===== config.mk =====
export PLATFORM = sky130hd
export DESIGN_NAME = gb_int_ctrl
export DESIGN_NICKNAME = d
export VERILOG_FILES = /design/src/rtl/gb_int_ctrl_pkg.sv /design/src/rtl/gb_int_ctrl_prio_enc.sv /design/src/rtl/gb_int_ctrl.sv
export SDC_FILE = /design/constraint.sdc
export NUM_CORES = 1
export LEC_CHECK = 0
export CAP_MARGIN = 0
export CORE_MARGIN = 3
export CORE_UTILIZATION = 47
export DETAILED_ROUTE_END_ITERATION = 7
export PLACE_DENSITY = 0.95
export SETUP_SLACK_MARGIN = 0.1
export SYNTH_ARGS = -nofsm -noshare
export SYNTH_HDL_FRONTEND = slang
export SYNTH_SLANG_ARGS = --single-unit
export TNS_END_PERCENT = 100

===== constraint.sdc =====
create_clock -name clk -period 4.89 [get_ports clk]
set_input_delay 1.2225 -clock clk [delete_from_list [all_inputs] [get_ports clk]]
set_output_delay 1.2225 -clock clk [all_outputs]
set_load 0.02 [all_outputs]

===== src/rtl/gb_int_ctrl_pkg.sv =====
// Shared types and constants for the Game Boy interrupt controller.
// No logic; imported by the controller and its priority encoder.
package gb_intc_pkg;

   typedef enum logic [1:0] {
      ST_IDLE = 2'd0,
      ST_REQ  = 2'd1,
      ST_ACK  = 2'd2,
      ST_DONE = 2'd3
   } intc_state_e;

   localparam logic [2:0] SRC_VBLANK = 3'd0;
   localparam logic [2:0] SRC_STAT   = 3'd1;
   localparam logic [2:0] SRC_TIMER  = 3'd2;
   localparam logic [2:0] SRC_SERIAL = 3'd3;
   localparam logic [2:0] SRC_JOYPAD = 3'd4;

   localparam logic [7:0] VEC_BASE = 8'h40;
   localparam logic [7:0] VEC_STEP = 8'd8;

   function automatic logic [7:0] vec_of(input logic [2:0] idx);
      logic [7:0] off;
      off = VEC_STEP * {5'd0, idx};
      return VEC_BASE + off;
   endfunction

endpackage


===== src/rtl/gb_int_ctrl_prio_enc.sv =====
// Fixed-priority encoder over the pending set; the lowest set bit wins.
// Purely combinational, zero latency, no flow control.
module intc_prio_enc
   import gb_intc_pkg::*;
(
   input  logic [4:0] pend_i,
   output logic       vld_o,
   output logic [2:0] idx_o
);

   always_comb begin
      vld_o = |pend_i;
      idx_o = SRC_VBLANK;
      // Descending scan so the lowest set bit is the last one written.
      for (int i = 4; i >= 0; i--) begin
         if (pend_i[i]) idx_o = 3'(i);
      end
   end

endmodule


===== src/rtl/gb_int_ctrl.sv =====
// Game Boy IF/IE interrupt controller with a Z80-style vectored acknowledge; int_n low 2 edges after a request.
// The CPU holds the ack cycle via IORQ; optional halt-wake pulse under INTC_HALT_WAKE_EN.
module gb_int_ctrl
   import gb_intc_pkg::*;
(
   input  logic       clk,
   input  logic       Reset,
   input  logic [4:0] irq_req,
   input  logic       cpu_m1_n,
   input  logic       cpu_iorq_n,
   input  logic       wr_if,
   input  logic       wr_ie,
   input  logic [7:0] wdata,
   output logic [7:0] IF,
   output logic [7:0] IE,
   output logic       int_n,
   output logic [7:0] vector,
   output logic       vector_oe,
   output logic       wake
);

   logic [4:0]  if_q, if_d;
   logic [7:0]  ie_q, ie_d;
   intc_state_e state_q;
   logic [2:0]  idx_q;
   logic        int_n_q;
   logic [7:0]  vec_q;
   logic        vec_oe_q;

   logic [4:0]  pend;
   logic        pend_vld;
   logic [2:0]  pend_idx;
   logic        unused_wdata;

   assign pend         = if_q & ie_q[4:0];
   assign unused_wdata = ^wdata[7:5];

   intc_prio_enc u_prio (
      .pend_i (pend),
      .vld_o  (pend_vld),
      .idx_o  (pend_idx)
   );

   always_comb begin
      if_d = if_q;
      if (state_q == ST_DONE) if_d = if_d & ~(5'b00001 << idx_q);
      if (wr_if) if_d = wdata[4:0];
      // Requests are ORed last so a same-edge set beats both write and clear.
      if_d = if_d | irq_req;
      ie_d = wr_ie ? wdata : ie_q;
   end

   always_ff @(posedge clk or posedge Reset) begin
      if (Reset) begin
         if_q <= 5'd0;
         ie_q <= 8'd0;
      end else begin
         if_q <= if_d;
         ie_q <= ie_d;
      end
   end

   always_ff @(posedge clk or posedge Reset) begin
      if (Reset) begin
         state_q  <= ST_IDLE;
         idx_q    <= SRC_VBLANK;
         int_n_q  <= 1'b1;
         vec_q    <= 8'h00;
         vec_oe_q <= 1'b0;
      end else begin
         case (state_q)
            ST_IDLE: begin
               if (pend_vld) begin
                  state_q <= ST_REQ;
                  int_n_q <= 1'b0;
               end
            end
            ST_REQ: begin
               // Withdrawal takes precedence over an acknowledge on the same edge.
               if (!pend_vld) begin
                  state_q <= ST_IDLE;
                  int_n_q <= 1'b1;
               end else if (!cpu_m1_n && !cpu_iorq_n) begin
                  state_q  <= ST_ACK;
                  idx_q    <= pend_idx;
                  vec_q    <= vec_of(pend_idx);
                  vec_oe_q <= 1'b1;
               end
            end
            ST_ACK: begin
               if (cpu_iorq_n) begin
                  state_q  <= ST_DONE;
                  int_n_q  <= 1'b1;
                  vec_q    <= 8'h00;
                  vec_oe_q <= 1'b0;
               end
            end
            ST_DONE: state_q <= ST_IDLE;
            default: begin
               state_q  <= ST_IDLE;
               int_n_q  <= 1'b1;
               vec_q    <= 8'h00;
               vec_oe_q <= 1'b0;
            end
         endcase
      end
   end

`ifdef INTC_HALT_WAKE_EN
   logic pend_any_q;

   always_ff @(posedge clk or posedge Reset) begin
      if (Reset) pend_any_q <= 1'b0;
      else       pend_any_q <= pend_vld;
   end

   assign wake = pend_vld & ~pend_any_q;
`else
   assign wake = 1'b0;
`endif

   assign IF        = {3'b111, if_q};
   assign IE        = ie_q;
   assign int_n     = int_n_q;
   assign vector    = vec_q;
   assign vector_oe = vec_oe_q;

endmodule


==> results.ini, run 1 <==
[critical_path]
worstPathArrival_ns=1.48
critPathBufInv=1
critPathKind=reg -> out
cp_cell_sequence=clkdlybuf4s50_1
cpMaxStageDelayCell=clkdlybuf4s50_1
path_max_fanout=2
cp_data_required_time_ns=3.67
start_kind=register
critPathMaxStageDelay_ns=0.60
crit_path_end_kind=output pin
crit_family=buffers and inverters

[synthesis]
netlist_top_cells_area=dfrtp_1, mux2_2, buf_4
synth_area_um2=1230
synthMuxAreaShare=0.0934
synth-seq-area-share=0.468
synth_top_area_share=0.447
synthXorXnorAreaFrac=0
synth_edf_count=0
syn_avg_cell_area_um2=11.2
synth-adder-area-share=0.0406
yosys_warnings=0
async_reset_ff_frac=1.00
yosys.area_share.simple=0.0487
ys_seq_elements=23
synth_largest_area_cell=dfrtp_1
synth_top_family_by_area=compound AO/OA/AOI/OAI gates
netlist-cell-type-count=34
netlist_instances=110
synth_top_flop_cell=dfrtp_1
synth_compound_area_frac=0.264

[clocking]
clk_pin_slew_ns=0.13
cts-root-buf=clkbuf_4
clkLatencyLatePin_ns=0.32
cts_setup_buffers=0
cts_tree=built
numCtsBuffers=3
hold_buffers=0
clk_path_buf_depth=2
ctsResizeCount=0
cts_sinks=23
cts_max_level=1

[placed_design]
place_hpwl_mm=2.30
placed_cell_area_um2=1590
gp_congestion=0.916
placement.io_buffers=37

[detailed_routing]
initialDrtViolationCount=46
wl_per_cell_um=17.3
vias=1050
vias_per_cell=6.03
wl_mm=3.01
remaining_drc_errors=0
postRouteAntennaNets=0
firstDrtPassIters=4

[final_layout]
diodes=0
final_core_util=0.689
finalInstanceArea_um2=1610
nFillCells=169
syn_to_final_growth_pct=30.8
drive_gt1_frac=0.116
fin_nets=170

[sta]
fin_skew_ns=0.00975
max-slew-margin-rel=0.424
hold_ws_ns=0.522
drv_slew=0
rsz0062_at_grt=false
finalHoldViolCount=0
worst-slew-pin-transition_ns=0.863
tns_ns=0
fin_crit_ns=2.71
max_clock_freq_ghz=0.369
setup_viol=0
min_period_over_period=0.554

[worst_hold_path]
hold_class=reg -> reg

[power_and_ir_drop]
p_total_mw=0.751
ir_drop_mv=0.403
power.density_nw_per_um2=466
p_leak_nw=0.662

[global_routing]
antenna_found_initial=0
grt_pass1_wl_mm=5.03
grt_usage=0.198
overflow=0
grt_pass1_vias=1100
grt_max_degree=24

[flow_run]
drv_cap=0

[floorplanning]
dieArea_um2=3270
die_w_um=57.2
start_util=0.527
die_h_um=57.2
io_pins=46
core_area_um2=2340
row_count=17

[status]
status=complete, no violations

Yosys cell counts, drive strengths merged (2+ instances only):
cell type and instances:
a21o 2, a21oi 7, a22o 3, a22oi 3
a31oi 2, buf 9, clkbuf 2, conb 2
dfrtp 22, ha 4, inv 6, mux2 9
nand2 4, nor2 3, o21ai 9, o2bb2ai 3
o31ai 5, o41ai 3
cells by family after synthesis:
| kind of cell | Yosys count |
|---|---|
| other | 2 |
| AO/OA/AOI/OAI | 42 |
| multiplexers | 10 |
| AND/OR/NAND/NOR | 12 |
| flip-flops | 23 |
| adder cells (fa/ha/maj) | 4 |
| buffers and inverters | 17 |
path summary, 6_finish.rpt:
path | start | end | slack (ns) | cells after the start
setup / recovery | int_n | int_n | 2.18 | 1
hold / removal | IE[7] | IE[7] | 0.52 | 1
setup reg to reg | state_q[0] | int_n | 3.05 | 6
hold reg to reg | IE[7] | IE[7] | 0.52 | 1
max in group asynchronous | Reset | if_q[4] | 2.99 | 2
min in group asynchronous | Reset | vector[5] | 1.37 | 2
state kept, by name (all words and copies together) (netlist names), named ones only:
signal,cells
IE,8
if_q,5
vector,4
idx_q,3
int_n,1
state_q,1
power by group:
| part | internal [mW] | switching [mW] |
|---|---|---|
| sequential | 0.246 | 0.0617 |
| combinational | 0.175 | 0.179 |
| clock | 0.0319 | 0.0578 |
| total | 0.453 | 0.298 |
placed cells by master, fill, tap and decap left out, drive strengths merged:
cell           synthesis  layout
clkbuf                 2       4
nor2b                  1       1
o21ai                  9       9
nor3                   1       1
dfstp                  1       1
a32o                   1       1
o31ai                  5       5
conb                   2       8
ha                     4       4
and2                   1       1
a21o                   2       2
clkdlybuf4s50          0      37
inv                    6       6
o21a                   1       1
a22oi                  3       3
mux2i                  1       1
or3b                   1       1
a31oi                  2       2
nor2                   3       3
a32oi                  1       1
a21oi                  7       7
nand2                  4       4
a41oi                  1       1
o2bb2ai                3       3
o41ai                  3       3
a22o                   3       3
o311ai                 1       1
nor3b                  1       1
dfrtp                 22      22
mux2                   9       9
stage by stage:
stage                     std cells  setup slack (ns)
after detailed placement        170              2.24
after CTS                       174              2.18
after floorplan                 116              2.83
after global routing            174              2.15
after global placement          170              2.27
final                           174              2.18
final cells by class:
cell class | instances | area [um2] | area share
clock buffer | 4 | 26.3 | 0.0163
inverter | 6 | 22.5 | 0.0140
sequential | 23 | 577 | 0.358
multi-input combinational | 76 | 581 | 0.360
timing repair buffer | 37 | 370 | 0.230
tap | 28 | 35.0 | 0.0217
layer usage:
layer  track usage  share of wire
met1         0.233           0.39
met5             0              0
met3        0.0588          0.091
met4        0.0927          0.044
met2         0.333           0.47
Note: power is estimated with default switching activity, not from simulation.
==> run 2: changes to the inputs <==
--- a/config.mk
+++ b/config.mk
@@ -7,9 +7,9 @@
 export LEC_CHECK = 0
 export CAP_MARGIN = 0
 export CORE_MARGIN = 3
-export CORE_UTILIZATION = 47
+export CORE_UTILIZATION = 39
 export DETAILED_ROUTE_END_ITERATION = 7
-export PLACE_DENSITY = 0.95
+export PLACE_DENSITY = 0.86
 export SETUP_SLACK_MARGIN = 0.1
 export SYNTH_ARGS = -nofsm -noshare
 export SYNTH_HDL_FRONTEND = slang
==> constraint.sdc (replaced) <==
create_clock -name clk -period 2.3 [get_ports clk]
set_input_delay 0.575 -clock clk [delete_from_list [all_inputs] [get_ports clk]]
set_output_delay 0.575 -clock clk [all_outputs]
set_load 0.02 [all_outputs]
==> results.ini, run 2 (synthesis gave the netlist of run 1 again) <==
[critical_path]
reg2reg_to=int_n
path_max_fanout=2  ; unchanged
critPathMaxStageDelay_ns=0.59  ; about the same
cp_cell_sequence=clkdlybuf4s50_1
crit_path_end_kind=output pin
critPathBufInv=1  ; unchanged
start_kind=register
worstPathArrival_ns=1.46  ; -0.02 ns
worst-r2r-cell-count=6  ; unchanged
crit_cells=1  ; unchanged
setup.worst_path.start=int_n
endpoint=int_n
cpMaxStageDelayCell=clkdlybuf4s50_1
critPathKind=reg -> out
crit_family=buffers and inverters
reg2reg_from=state_q[0]
cp_data_required_time_ns=1.73  ; -1.94 ns
regToRegSetupSlack_ns=0.49  ; -2.56 ns

[sta]
worst_slack_ns=0.267  ; -1.92 ns
min_period_over_period=0.884
fin_crit_ns=2.03
rsz0062_at_grt=false
hold_ws_ns=0.522  ; +0.000413 ns
max_clock_freq_ghz=0.492
finalHoldViolCount=0  ; unchanged
setup_viol=0  ; unchanged
tns_ns=0  ; unchanged
fin_skew_ns=0.00795  ; -0.00180 ns
drv_slew=0  ; unchanged

[floorplanning]
row_count=19  ; +2
dieArea_um2=3870  ; +18%
io_pins=46  ; unchanged
die_h_um=62.2  ; +8.8%
die_w_um=62.2  ; +8.8%
start_util=0.428  ; -0.0983
core_area_um2=2880  ; +23%

[detailed_routing]
wl_mm=2.88  ; -4.3%
firstDrtPassIters=4  ; unchanged
remaining_drc_errors=0  ; unchanged
vias_per_cell=5.25  ; -13%
vias=992  ; -5.5%
initialDrtViolationCount=43  ; -6.5%
wl_per_cell_um=15.2  ; -12%
postRouteAntennaNets=0  ; unchanged

[global_routing]
grt_pass1_vias=1053  ; -4.3%
antenna_found_initial=0  ; unchanged
grt_max_degree=24  ; unchanged
grt_usage=0.154  ; -0.0440
grt_pass1_wl_mm=4.91  ; -2.3%
overflow=0  ; unchanged

[final_layout]
drive_gt1_frac=0.129  ; +0.0128
layout_commonest_cell=clkdlybuf4s50_1
diodes=0  ; unchanged
largest_register_ffs=8  ; unchanged
seq_area_um2=577  ; unchanged
final_core_util=0.569  ; -0.119
multi_input_area_um2=581  ; unchanged
layout_common_cells=clkdlybuf4s50_1, dfrtp_1, o21ai_0
fin_nets=171  ; +0.59%
nFillCells=239  ; +41%
syn_to_final_growth_pct=32.9

[placed_design]
place_hpwl_mm=2.24  ; -2.4%
place_ws_ns=0.264  ; -1.98 ns
gp_congestion=0.971  ; +6.0%
placement.io_buffers=37  ; unchanged

[clocking]
clk_pin_slew_ns=0.13  ; about the same
ctsResizeCount=0  ; unchanged
cts_sinks=23  ; unchanged
cts_tree=built
numCtsBuffers=3  ; unchanged
clk_path_buf_depth=2  ; unchanged
cts_setup_buffers=0  ; unchanged
hold_buffers=0  ; unchanged
clkLatencyLatePin_ns=0.31  ; about the same
cts_max_level=1  ; unchanged
cts-root-buf=clkbuf_4

[power_and_ir_drop]
power.density_nw_per_um2=970  ; +110%
ir_drop_mv=0.735  ; +83%
p_leak_nw=0.670  ; +1.1%

[status]
status=complete, no violations

[worst_hold_path]
hold_class=reg -> reg

[flow_run]
drv_cap=0  ; unchanged

[run 2: cell types whose count changed in the layout (fill, tap and decap cells not counted)]
cell,change
buf_4,+1
clkbuf_1,-1
clkinv_2,+1
[run 2: stage by stage]
| stage | area [um2] | power, mW | std cells |
|---|---|---|---|
| 6_report | 1640 | 1.59 | 189 |
| 5_1_grt | 1640 | 1.70 | 189 |
| 4_1_cts | 1640 | 1.60 | 189 |
| 3_5_place_dp | 1610 | 1.40 | 185 |
| 3_3_place_gp | 1610 | 1.38 | 185 |
| 2_1_floorplan | 1250 | 1.13 | 116 |
[run 2: worst min path at each step]
stage,from,depth (start not counted),to
2_1_floorplan,state_q[0],1,register
3_3_place_gp,IE[6],1,IE[6]
3_5_place_dp,IE[6],1,IE[6]
4_1_cts,IE[6],1,IE[6]
5_1_grt,IE[6],1,IE[6]
6_report,IE[6],1,IE[6]
[run 2: cell type report]
type                    count  share of cell area
clock buffers               3              0.0138
clock inverters             1             0.00306
inverters                   6              0.0138
multi-input cells          76               0.354
flip-flops and latches     23               0.352
well taps                  42              0.0321
repair buffers             38               0.231
[run 2: power by group]
part           switching (mW)  internal (mW)
sequential              0.124          0.523
combinational           0.380          0.373
clock                   0.124         0.0650
total                   0.628          0.961
[run 2: routing by layer]
metal / track usage / vias up / part of all wire / routed length [um]
li1: - / 470 / - / -
met1: 0.187 / 470 / 0.40 / 1160
met2: 0.278 / 48 / 0.51 / 1460
met3: 0.0288 / 4 / 0.085 / 245
met4: 0.0442 / 0 / 0.0066 / 19
met5: 0 / - / 0 / 0
